## config.mk

```make
export PLATFORM = sky130hd
export DESIGN_NAME = split_mult_pipe_flat
export DESIGN_NICKNAME = d
export VERILOG_FILES = /design/src/rtl/split_mult_pipe_if.sv /design/src/rtl/split_mult_pipe.sv /design/src/flat_wrapper.sv
export SDC_FILE = /design/constraint.sdc
export NUM_CORES = 1
export LEC_CHECK = 0
export BUFFER_PORTS_ARGS = -buffer_cell sky130_fd_sc_hd__buf_2
export CORE_MARGIN = 2
export CORE_UTILIZATION = 50
export DETAILED_ROUTE_END_ITERATION = 8
export GPL_ROUTABILITY_DRIVEN = 1
export PLACE_DENSITY = 0.68
export SLEW_MARGIN = 20
export SYNTH_ARGS = -nofsm -noshare
export SYNTH_HDL_FRONTEND = slang
export SYNTH_SLANG_ARGS = --single-unit
export TNS_END_PERCENT = 100
```

## constraint.sdc

```tcl
create_clock -name clk -period 5.1 [get_ports clk]
set_input_delay 1.02 -clock clk [delete_from_list [all_inputs] [get_ports clk]]
set_output_delay 1.02 -clock clk [all_outputs]
set_load 0.005 [all_outputs]
```

## src/rtl/split_mult_pipe_if.sv

```systemverilog
// Handshake bundle for split_mult_pipe: operand input channel and product output channel.
interface split_mult_pipe_if #(
    parameter int W = 8
);
    logic           in_valid;
    logic           in_ready;
    logic [W-1:0]   A;
    logic [W-1:0]   B;
    logic           approx_en;
    logic           out_valid;
    logic           out_ready;
    logic [2*W-1:0] P;

    modport master (
        output in_valid, A, B, approx_en, out_ready,
        input  in_ready, out_valid, P
    );

    modport slave (
        input  in_valid, A, B, approx_en, out_ready,
        output in_ready, out_valid, P
    );
endinterface

```

## src/rtl/split_mult_pipe.sv

```systemverilog
// Three-stage split-operand unsigned multiplier with valid/ready handshake and global stall.
// Build option MAC_EN adds acc_clr/acc_out: a running sum of every delivered product.
module split_mult_pipe #(
    parameter int W     = 8,
    parameter int L     = 1,
    parameter int ACC_G = 8
) (
    input  logic                 clk,
    input  logic                 rst_n,
    split_mult_pipe_if.slave     bus
`ifdef MAC_EN
    ,
    input  logic                 acc_clr,
    output logic [2*W+ACC_G-1:0] acc_out
`endif
);
    localparam int HW  = W - L;
    localparam int HHW = 2 * HW;
    localparam int LLW = 2 * L;
    localparam int XW  = W + 1;
    localparam int PW  = 2 * W;

    if (W < 2 || L < 1 || L >= W || ACC_G < 0) begin : g_bad_param
        $error("split_mult_pipe: illegal W/L/ACC_G combination");
    end

    logic            adv;
    logic [3:1]      vld_pipe_q;
    logic [HW-1:0]   ah, bh;
    logic [L-1:0]    al, bl;
    logic [HHW-1:0]  phh_d, phh1_q, phh2_q;
    logic [W-1:0]    phl_d, plh_d, phl1_q, plh1_q;
    logic [LLW-1:0]  pll_d, pll1_q, pll2_q;
    logic [XW-1:0]   x_d, x2_q;
    logic [PW-1:0]   p_d, p_q;

    // Single stall signal: a full output stage that is not being drained freezes everything.
    assign adv = !vld_pipe_q[3] || bus.out_ready;

    assign {ah, al} = bus.A;
    assign {bh, bl} = bus.B;

    always_comb begin
        phh_d = HHW'(ah) * HHW'(bh);
        phl_d = W'(ah) * W'(bl);
        plh_d = W'(al) * W'(bh);
        pll_d = bus.approx_en ? '0 : LLW'(al) * LLW'(bl);
        x_d   = XW'(phl1_q) + XW'(plh1_q);
        p_d   = (PW'(phh2_q) << LLW) + (PW'(x2_q) << L) + PW'(pll2_q);
    end

    always_ff @(posedge clk or negedge rst_n) begin
        if (!rst_n) begin
            vld_pipe_q <= '0;
            phh1_q     <= '0;
            phl1_q     <= '0;
            plh1_q     <= '0;
            pll1_q     <= '0;
            x2_q       <= '0;
            phh2_q     <= '0;
            pll2_q     <= '0;
            p_q        <= '0;
        end else if (adv) begin
            vld_pipe_q <= {vld_pipe_q[2:1], bus.in_valid};
            phh1_q     <= phh_d;
            phl1_q     <= phl_d;
            plh1_q     <= plh_d;
            pll1_q     <= pll_d;
            x2_q       <= x_d;
            phh2_q     <= phh1_q;
            pll2_q     <= pll1_q;
            p_q        <= p_d;
        end
    end

    assign bus.in_ready  = adv;
    assign bus.out_valid = vld_pipe_q[3];
    assign bus.P         = p_q;

`ifdef MAC_EN
    localparam int AW = PW + ACC_G;
    logic [AW-1:0] acc_d, acc_q;

    // Clear wins over a coincident output handshake; that product is dropped from the sum.
    always_comb begin
        acc_d = acc_q;
        if (acc_clr)
            acc_d = '0;
        else if (vld_pipe_q[3] && bus.out_ready)
            acc_d = acc_q + AW'(p_q);
    end

    always_ff @(posedge clk or negedge rst_n) begin
        if (!rst_n) acc_q <= '0;
        else        acc_q <= acc_d;
    end

    assign acc_out = acc_q;
`endif
endmodule

```

## src/flat_wrapper.sv

```systemverilog
// flat-port wrapper written by rule: the top's interface ports become plain ports
module split_mult_pipe_flat 
#(
    parameter int W     = 8,
    parameter int L     = 1,
    parameter int ACC_G = 8
)
  (clk, rst_n, bus_in_valid, bus_A, bus_B, bus_approx_en, bus_out_ready, bus_in_ready, bus_out_valid, bus_P);
  split_mult_pipe_if #(.W(W)) bus_i ();
  input  logic clk;
  input  logic rst_n;
  input wire logic [$bits(bus_i.in_valid)-1:0] bus_in_valid;
  input wire logic [$bits(bus_i.A)-1:0] bus_A;
  input wire logic [$bits(bus_i.B)-1:0] bus_B;
  input wire logic [$bits(bus_i.approx_en)-1:0] bus_approx_en;
  input wire logic [$bits(bus_i.out_ready)-1:0] bus_out_ready;
  output wire logic [$bits(bus_i.in_ready)-1:0] bus_in_ready;
  output wire logic [$bits(bus_i.out_valid)-1:0] bus_out_valid;
  output wire logic [$bits(bus_i.P)-1:0] bus_P;
  assign bus_i.in_valid = bus_in_valid;
  assign bus_i.A = bus_A;
  assign bus_i.B = bus_B;
  assign bus_i.approx_en = bus_approx_en;
  assign bus_i.out_ready = bus_out_ready;
  assign bus_in_ready = bus_i.in_ready;
  assign bus_out_valid = bus_i.out_valid;
  assign bus_P = bus_i.P;
  split_mult_pipe #(.W(W), .L(L), .ACC_G(ACC_G)) u_core (.clk(clk), .rst_n(rst_n), .bus(bus_i));
endmodule
```

==> impl_metrics.yaml, run 1 <==
pwr:
  power_frac_clock_pct: 16.4
  comb_power_share_pct: 46.5
  internal_power_uw: 1480
  seqPwrFrac_pct: 37.1
  switching_share_pct: 40.7
  worst_ir_drop_vdd_uv: 185
  leakage_uw: 0.00269
  switchingPower_uw: 1010
  p_per_area_mw_per_mm2: 470
setup_path:
  critPathArrivalTime_ns: 4.90
  path_max_fanout: 8
  critical_path_class: "input port to flop"
  worstPathRequired_ns: 5.30
  crit_start: "bus_A[4]"
  startpoint_type: "input port"
  end_kind: "flop"
  r2r_start: "u_core.vld_pipe_q[3]"
finish:
  area_growth_pct: 9.89
  finalCoreUtilization_pct: 56.9
  nets: 649
  drive_gt1_share_pct: 11.9
  diodes: 0
  instances_no_fill: 690
route:
  drc: 0
  routedWlPerCell_um: 13.9
  post_drt_via_cell_ratio: 5.27
  first_pass_iters: 4
  drtAntennaViolNets: 0
  drtIter0Drc: 167
  drt_wl_total_mm: 9.60
  vias: 3637
synth:
  ys_seq_elements: 71
  synthTopCellsByCount: "131 x nand2_1, 71 x dfrtp_1, 46 x ha_1, 37 x and2_1, 32 x a21oi_1"
  mappedNetlistArea_mm2: 0.00483
  ys.warnings.count: 0
  synth-main-ff-cell: "dfrtp_1"
  syn-num-nets: 615
  synth.most_common_cell: "nand2_1"
  synth.distinct_cells: 45
  syn_avg_cell_area_um2: 9.25
  yosys-top-cells-area: "dfrtp_1 37%, ha_1 12%, fa_1 11%"
  synth_cells: 522
  yosysTopAreaCellShare_pct: 36.8
  async_flop_share_pct: 100
  yosysSeqAreaShare_pct: 36.8
  synth_edf_count: 0
  yosys.area.top_type: "dfrtp_1"
global_routing:
  grt_max_degree: 73
  grt_pass1_vias: 3464
  grtUsageTotal_pct: 20.0
  grt_pass1_wl_mm: 16.4
  gr-total-overflow: 0
  antenna_found_initial: 0
worst_hold_path:
  min-delay-start: "u_core.bus.P[1]"
  worstHoldPathType: "flop to flop"
sta:
  tightest_slew_ns: 0.719
  rsz0062_at_grt: "false"
  final-max-slew-violation-count: 0
  fin_crit_ns: 4.71
  finalWorstSetupSlack_ns: 0.395
  slew_headroom_pct: 52.1
  hold_viol: 0
  min_period_over_period_pct: 92.3
  max_freq_mhz: 213
  fin_setup_tns_ns: 0
  fin_worst_skew_ns: 0.0132
  setup_viol: 0
clock_network:
  postCtsSetupRepairBufs: 0
  clk_latency_ns: 0.34
  clkTransAtPathRegs_ns: 0.08
  clock-sinks: 71
  cts_made_buffers: 9
  clockRootBuffer: "clkbuf_8"
  cts-resized-gates: 0
  cts.path.max_buffers: 2
  cts_tree: "built"
  ctsHoldBuffers: 0
  htreeDepth: 3
floorplan:
  io_pins: 39
  start_util_pct: 51.8
  die_x_um: 102
  fp.dieH_um: 102
  num_rows: 35
  dieArea_mm2: 0.0105
  core_area_mm2: 0.00933
place:
  gp_congestion: 0.870
  port_buffers: 38
  dp.final_hpwl_mm: 7.08
  dp_slack_ns: 0.0105
  placedCellCount: 674
flow_run:
  cap_violations: 0
run_status:
  status: "finished, final reports clean"
==> logic make-up (layout without fill, tap and decap cells) <==
| logic type | after synthesis | in the layout | synth area share, % |
|---|---|---|---|
| adders and majority gates | 72 | 72 | 22.7 |
| and+or+nand+nor | 218 | 218 | 20.1 |
| AOI/OAI and AO/OA | 91 | 91 | 12.3 |
| DFF | 71 | 71 | 36.8 |
| xor gates and xnor gates | 24 | 24 | 4.35 |
| buffers and inverters | 46 | 85 | 3.81 |
==> area by class of cell <==
| class | count | area, µm² |
|---|---|---|
| timing repair buffer | 41 | 213 |
| clock inverter | 5 | 33.8 |
| tap | 129 | 161 |
| inverter | 28 | 105 |
| clock buffer | 11 | 141 |
| multi-input combinational | 405 | 2880 |
| fill | 877 | 4020 |
| sequential | 71 | 1780 |
==> critical path, stage by stage <==
cell and delay (ns):
buf_2 0.14, and2_1 0.18, fa_1 0.53, inv_1 0.05, fa_1 0.48, inv_1 0.06
fa_1 0.52, inv_1 0.05, fa_1 0.52, inv_1 0.04, ha_1 0.35, a21oi_2 0.25
o211ai_2 0.17, a41oi_1 0.28, xor2_1 0.17, a21oi_1 0.08
==> flip-flops by register name (all words and copies together) (netlist names) <==
signal / count
u_core.phl1_q: 7
u_core.phh2_q: 14
u_core.pll2_q: 1
u_core.phh1_q: 14
u_core.pll1_q: 1
u_core.plh1_q: 7
u_core.bus.P: 16
u_core.x2_q: 8
u_core.vld_pipe_q: 3
==> power groups by stage <==
stage / registers [µW] / logic [µW] / clock network, µW
finish: 926 / 1160 / 408
CTS: 927 / 1180 / 420
detailed placement: 939 / 1160 / 0
floorplan: 910 / 894 / 0
global placement: 929 / 1140 / 0
global route: 956 / 1350 / 440
==> stage by stage <==
stage | hold slack, ns | area [µm²] | total power [µW]
after floorplan | 0.430 | 4830 | 1800
after global placement | 0.444 | 5130 | 2070
after detailed placement | 0.455 | 5130 | 2100
after CTS | 0.472 | 5310 | 2520
after global routing | 0.493 | 5310 | 2740
final | 0.465 | 5310 | 2490
==> per-layer routing <==
layer	global-route usage [%]	routed length [µm]	vias up
met5	0	0	-
met3	2.46	341	10
li1	-	-	1798
met1	28.5	4570	1750
met2	32.1	4560	79
met4	6.67	119	0
==> final timing paths <==
| path | endpoint | slack (ns) | depth (start not counted) |
|---|---|---|---|
| worst max-delay path | u_core.phh1_q[11] | 0.39 | 16 |
| worst min-delay path | u_core.bus.P[1] | 0.46 | 2 |
| worst max register to register | u_core.pll1_q[0] | 3.09 | 6 |
| worst min register to register | u_core.bus.P[1] | 0.46 | 2 |
| max in group asynchronous | u_core.phh1_q[8] | 3.39 | 2 |
| min in group asynchronous | u_core.bus.P[9] | 0.71 | 1 |
==> cell usage in the layout, fill, tap and decap left out, types with 2 or more instances in the layout <==
master and count:
o21ai_1 4, xor2_1 14, buf_2 38, clkbuf_8 10, o21ai_0 22, ha_1 46
nand2b_1 5, buf_4 3, a31oi_1 3, a21o_1 6, xnor2_1 10, nor2_1 19
a21oi_1 32, dfrtp_1 71, fa_1 26, nand3_1 17, o21a_1 3, nor2b_1 2
clkinv_2 2, and2_1 37, o211ai_2 2, clkinvlp_4 2, o211ai_1 4, nand2_1 131
inv_1 27, a21oi_2 2
No activity file was read; power rests on OpenSTA's default activity.
==> run 2, diff against run 1 <==
- CORE_ASPECT_RATIO: not set -> 1.5
- CORE_UTILIZATION: 50 -> 25
- CTS_BUF_LIST: not set -> sky130_fd_sc_hd__clkbuf_4
- PLACE_DENSITY: 0.68 -> not set
==> run 2 against run 1 <==
  * Non-clock buffer count increased by 1
  * First-iteration DRC count fell by 12%
  * Fmax increased by 3.0%
  * Critical path depth unchanged
  * Worst hold slack gained 0.0038 ns
  * Combinational power hardly changed
  * Cell count rose by 19%
  * Sequential share of layout area shrank 0.80 points
  * Global-route usage shrank 9.4 points
  * Sequential power barely moved
  * Die area increased by 96%
  * Clock skew is 0.0036 ns higher
==> impl_metrics.yaml, run 2 (synthesized netlist as in run 1, its figures left out) <==
pwr:
  worst_ir_drop_vdd_uv: 127
  power_uw: 2460
  internal_power_uw: 1440
  switching_share_pct: 41.5
  p_per_area_mw_per_mm2: 453
  power_frac_clock_pct: 14.4
  comb_power_share_pct: 48.1
  seqPwrFrac_pct: 37.6
  leakage_uw: 0.00268
  switchingPower_uw: 1020
setup_path:
  critical_path_class: "input port to flop"
  path_delay_family: "adder cells"
  startpoint_type: "input port"
  cp_num_buf_inv: 5
  worst_path_max_delay_cell: "fa_1"
  regToRegEndpoint: "u_core.bus.P[12]"
  path_max_fanout: 8
  worstPathRequired_ns: 5.37
  reg2reg_slack_ns: 3.16
  crit_path_max_incr_delay_ns: 0.53
  r2r_start: "u_core.phh2_q[0]"
  crit_chain: "buf_2 -> and2_1 -> fa_1 -> inv_1 -> fa_1 -> inv_1 -> fa_1 -> inv_1 -> fa_1 -> inv_1 -> ha_1 -> a21oi_2 -> o211ai_2 -> a41oi_1 -> xor2_1 -> a21oi_1"
  end_kind: "flop"
  rr_worst_depth: 8
  critPathArrivalTime_ns: 4.84
route:
  m1WireLength_mm: 4.76
  post_drt_via_cell_ratio: 4.35
  drtIter0Drc: 147
  drc: 0
  drt_wl_total_mm: 10.6
  wl_met2_mm: 5.35
  vias: 3564
  first_pass_iters: 5
  routedWlPerCell_um: 12.9
  drtAntennaViolNets: 0
  met3WireLength_um: 284
  dr.max_layer_used: "met4"
place:
  dp_slack_ns: 0.0746
  dp.final_hpwl_mm: 7.92
  port_buffers: 38
  gp_congestion: 0.799
clock_network:
  clkTransAtPathRegs_ns: 0.12
  ctsHoldBuffers: 0
  htreeDepth: 3
  cts_made_buffers: 9
  cts.path.max_buffers: 2
  cts-resized-gates: 0
  postCtsSetupRepairBufs: 0
  clock-sinks: 71
  clockRootBuffer: "clkbuf_4"
  clk_latency_ns: 0.42
  cts_tree: "built"
global_routing:
  antenna_found_initial: 1
  grt_pass1_wl_mm: 17.8
  grtUsageTotal_pct: 10.7
  grt_max_degree: 73
  gr-total-overflow: 0
  grt_pass1_vias: 3609
floorplan:
  fp.dieH_um: 174
  io_pins: 39
  die_x_um: 118
  start_util_pct: 25.3
  num_rows: 62
  dieArea_mm2: 0.0205
  core_area_mm2: 0.0191
sta:
  min_period_over_period_pct: 89.6
  tightest_slew_ns: 0.900
  slew_headroom_pct: 40.0
  fin_crit_ns: 4.57
  hold_viol: 0
  rsz0062_at_grt: "false"
  final-max-slew-violation-count: 0
  setup_viol: 0
  finalWorstSetupSlack_ns: 0.530
  max_freq_mhz: 219
  fin_setup_tns_ns: 0
  fin_worst_skew_ns: 0.0168
finish:
  nets: 650
  final_common_cell: "nand2_1"
  final_cell_mix: "131 x nand2_1, 71 x dfrtp_1, 46 x ha_1, 38 x buf_2, 37 x and2_1"
  fill_cells: 2124
  area_growth_pct: 12.6
  largest_register_ffs: 16
  drive_gt1_share_pct: 12.1
flow_run:
  cap_violations: 0
worst_hold_path:
  min_to: "u_core.phh2_q[7]"
  holdPathStages: 2
  worstHoldPathType: "flop to flop"
  min-delay-start: "u_core.phh1_q[7]"
run_status:
  status: "finished, final reports clean"
==> run 2: final cells by class <==
class                           instances  area, µm²  area share (%)
Inverter                               28        105            1.93
Clock inverter                          6       61.3            1.13
Sequential cell                        71       1780            32.7
Multi-Input combinational cell        405       2880            52.9
Tap cell                              256        320            5.89
Timing Repair Buffer                   42        220            4.05
Antenna cell                            1       2.50          0.0460
Clock buffer                           10       75.1            1.38
==> run 2: metal layers <==
metal / up-vias / GRT usage (%)
met2: 64 / 18.4
met1: 1684 / 13.5
met4: 0 / 3.61
li1: 1806 / -
met5: - / 0
met3: 10 / 1.77
==> run 2: worst max path at each step <==
stage	startpoint	endpoint	cells after the start
floorplan	bus_A[4]	u_core.phh1_q[11]	15
finish	bus_A[4]	u_core.phh1_q[11]	16
CTS	bus_A[4]	u_core.phh1_q[11]	16
global placement	bus_A[4]	u_core.phh1_q[11]	16
global route	bus_A[4]	u_core.phh1_q[11]	16
detailed placement	bus_A[4]	u_core.phh1_q[11]	16
==> run 2: worst reg2reg max path: stages (launching register included) <==
cell and delay [ns]:
dfrtp_1 0.37, ha_1 0.21, inv_1 0.07, fa_1 0.40, nor2b_1 0.19, o31ai_2 0.12, a21oi_1 0.18, xnor2_1 0.16
o21ai_0 0.10
==> run 2: power by group through the flow <==
stage | Clock [µW] | Sequential [µW] | Combinational [µW]
6_report | 354 | 926 | 1180
5_1_grt | 396 | 960 | 1360
2_1_floorplan | 0 | 910 | 894
3_5_place_dp | 0 | 947 | 1200
4_1_cts | 371 | 934 | 1210
3_3_place_gp | 0 | 941 | 1190
==> run 2: stage by stage <==
step / std cells / util, % / hold WS (ns) / cell area (µm²)
after floorplan: 522 / - / 0.430 / 4830
after global placement: 802 / 27.8 / 0.448 / 5300
after detailed placement: 802 / 27.8 / 0.455 / 5300
after CTS: 818 / 28.5 / 0.473 / 5440
after global routing: 819 / 28.5 / 0.499 / 5440
final: 819 / 28.5 / 0.469 / 5440
==> run 3, diff against run 2 <==
- CORE_UTILIZATION: 25 -> 55
- PLACE_DENSITY: not set -> 0.74
==> run 3 against run 2 <==
  * Core utilization increased by 34 points
  * Largest cell class unchanged
  * Clock skew decreased by 0.0038 ns
  * Power increased by 1.6%
  * First-iteration DRC count increased by 27%
  * Fmax decreased by 1.5%
==> impl_metrics.yaml, run 3 (synthesized netlist as in run 1, its figures left out) <==
route:
  drc: 0
  drtAntennaViolNets: 0
  drtIter0Drc: 186
  met3WireLength_um: 245
  wl_met2_mm: 5.57
  dr.max_layer_used: "met4"
  m1WireLength_mm: 4.04
  post_drt_via_cell_ratio: 5.41
  routedWlPerCell_um: 14.9
  drt_wl_total_mm: 10.1
  vias: 3649
  first_pass_iters: 4
place:
  dp.final_hpwl_mm: 7.63
  gp_congestion: 0.949
  dp_slack_ns: 0.0438
  port_buffers: 38
setup_path:
  end_kind: "flop"
  worst_path_max_delay_cell: "fa_1"
  crit_chain: "buf_2 -> and2_1 -> fa_1 -> inv_1 -> fa_1 -> inv_1 -> fa_1 -> inv_1 -> fa_1 -> inv_1 -> ha_1 -> a21oi_2 -> o211ai_2 -> a41oi_1 -> xor2_1 -> a21oi_1"
  reg2reg_slack_ns: 3.13
  path_max_fanout: 8
  path_delay_family: "adder cells"
  cp_num_buf_inv: 5
  crit_path_max_incr_delay_ns: 0.54
  critPathArrivalTime_ns: 4.92
  startpoint_type: "input port"
  worstPathRequired_ns: 5.38
  critical_path_class: "input port to flop"
clock_network:
  clkTransAtPathRegs_ns: 0.12
  cts_made_buffers: 9
  ctsHoldBuffers: 0
  clock-sinks: 71
  clockRootBuffer: "clkbuf_4"
  cts-resized-gates: 0
  cts.path.max_buffers: 2
  postCtsSetupRepairBufs: 0
  htreeDepth: 3
  clk_latency_ns: 0.42
  cts_tree: "built"
global_routing:
  antenna_found_initial: 1
  grt_max_degree: 73
  grt_pass1_wl_mm: 16.6
  grt_pass1_vias: 3539
  gr-total-overflow: 0
  grtUsageTotal_pct: 22.6
sta:
  max_freq_mhz: 216
  min_period_over_period_pct: 90.9
  setup_viol: 0
  slew_headroom_pct: 53.9
  final-max-slew-violation-count: 0
  fin_worst_skew_ns: 0.0130
  fin_setup_tns_ns: 0
  finalWorstSetupSlack_ns: 0.462
  tightest_slew_ns: 0.692
  hold_viol: 0
  rsz0062_at_grt: "false"
  fin_crit_ns: 4.64
floorplan:
  num_rows: 41
  io_pins: 39
  core_area_mm2: 0.00846
  die_x_um: 80.5
  fp.dieH_um: 119
  start_util_pct: 57.1
  dieArea_mm2: 0.00956
pwr:
  p_per_area_mw_per_mm2: 472
  leakage_uw: 0.00271
  worst_ir_drop_vdd_uv: 318
finish:
  final_cell_mix: "131 x nand2_1, 71 x dfrtp_1, 46 x ha_1, 38 x buf_2, 37 x and2_1"
  nets: 654
  largest_register_ffs: 16
  area_growth_pct: 9.84
  final_common_cell: "nand2_1"
  drive_gt1_share_pct: 12.9
run_status:
  status: "finished, final reports clean"
flow_run:
  cap_violations: 0
worst_hold_path:
  worstHoldPathType: "flop to flop"
## run 3: changes by cell type in the layout (fill, tap and decap cells not counted), sizes merged
cell	delta
buf	+4
bufinv	+1
clkinvlp	-1
## run 3: cell type report
| type | count | area (µm²) |
|---|---|---|
| Timing Repair Buffer | 46 | 250 |
| Clock buffer | 10 | 75.1 |
| Tap cell | 107 | 134 |
| Antenna cell | 1 | 2.50 |
| Inverter | 28 | 105 |
| Multi-Input combinational cell | 405 | 2880 |
| Sequential cell | 71 | 1780 |
| Fill cell | 752 | 3160 |
| Clock inverter | 6 | 85.1 |
## run 3: metal layers
metal  vias up  GRT usage, %
met5         -             0
met4         0          8.90
met3        15          2.60
met2        56          40.5
met1      1766          27.0
li1       1812             -
## run 3: final timing paths
check / cells after the start / end / startpoint
min in group asynchronous: 1 / u_core.phh1_q[7] / rst_n
max: 16 / u_core.phh1_q[11] / bus_B[4]
min: 2 / u_core.bus.P[2] / u_core.bus.P[2]
max in group asynchronous: 2 / u_core.phl1_q[4] / rst_n
max reg2reg: 8 / u_core.bus.P[10] / u_core.x2_q[1]
min reg2reg: 2 / u_core.bus.P[2] / u_core.bus.P[2]
## run 3: per-stage QoR
step	power, µW	instances	hold slack (ns)	util, %	instance area (µm²)
5_1_grt	2730	674	0.501	62.7	5310
3_3_place_gp	2070	657	0.445	60.8	5140
4_1_cts	2530	673	0.479	62.7	5300
3_5_place_dp	2120	657	0.452	60.8	5140
6_report	2500	674	0.473	62.7	5310
2_1_floorplan	1800	522	0.430	-	4830
## run 3: power by group
part	total [µW]	switching, µW	internal [µW]
logic	1180	670	508
clock network	399	197	202
registers	926	142	784
total	2500	1010	1490
## run 3: worst min-delay path, cell delays in order (launching register included)
cell	delay (ns)
dfrtp_1	0.36
nand2_1	0.05
nand2_1	0.04
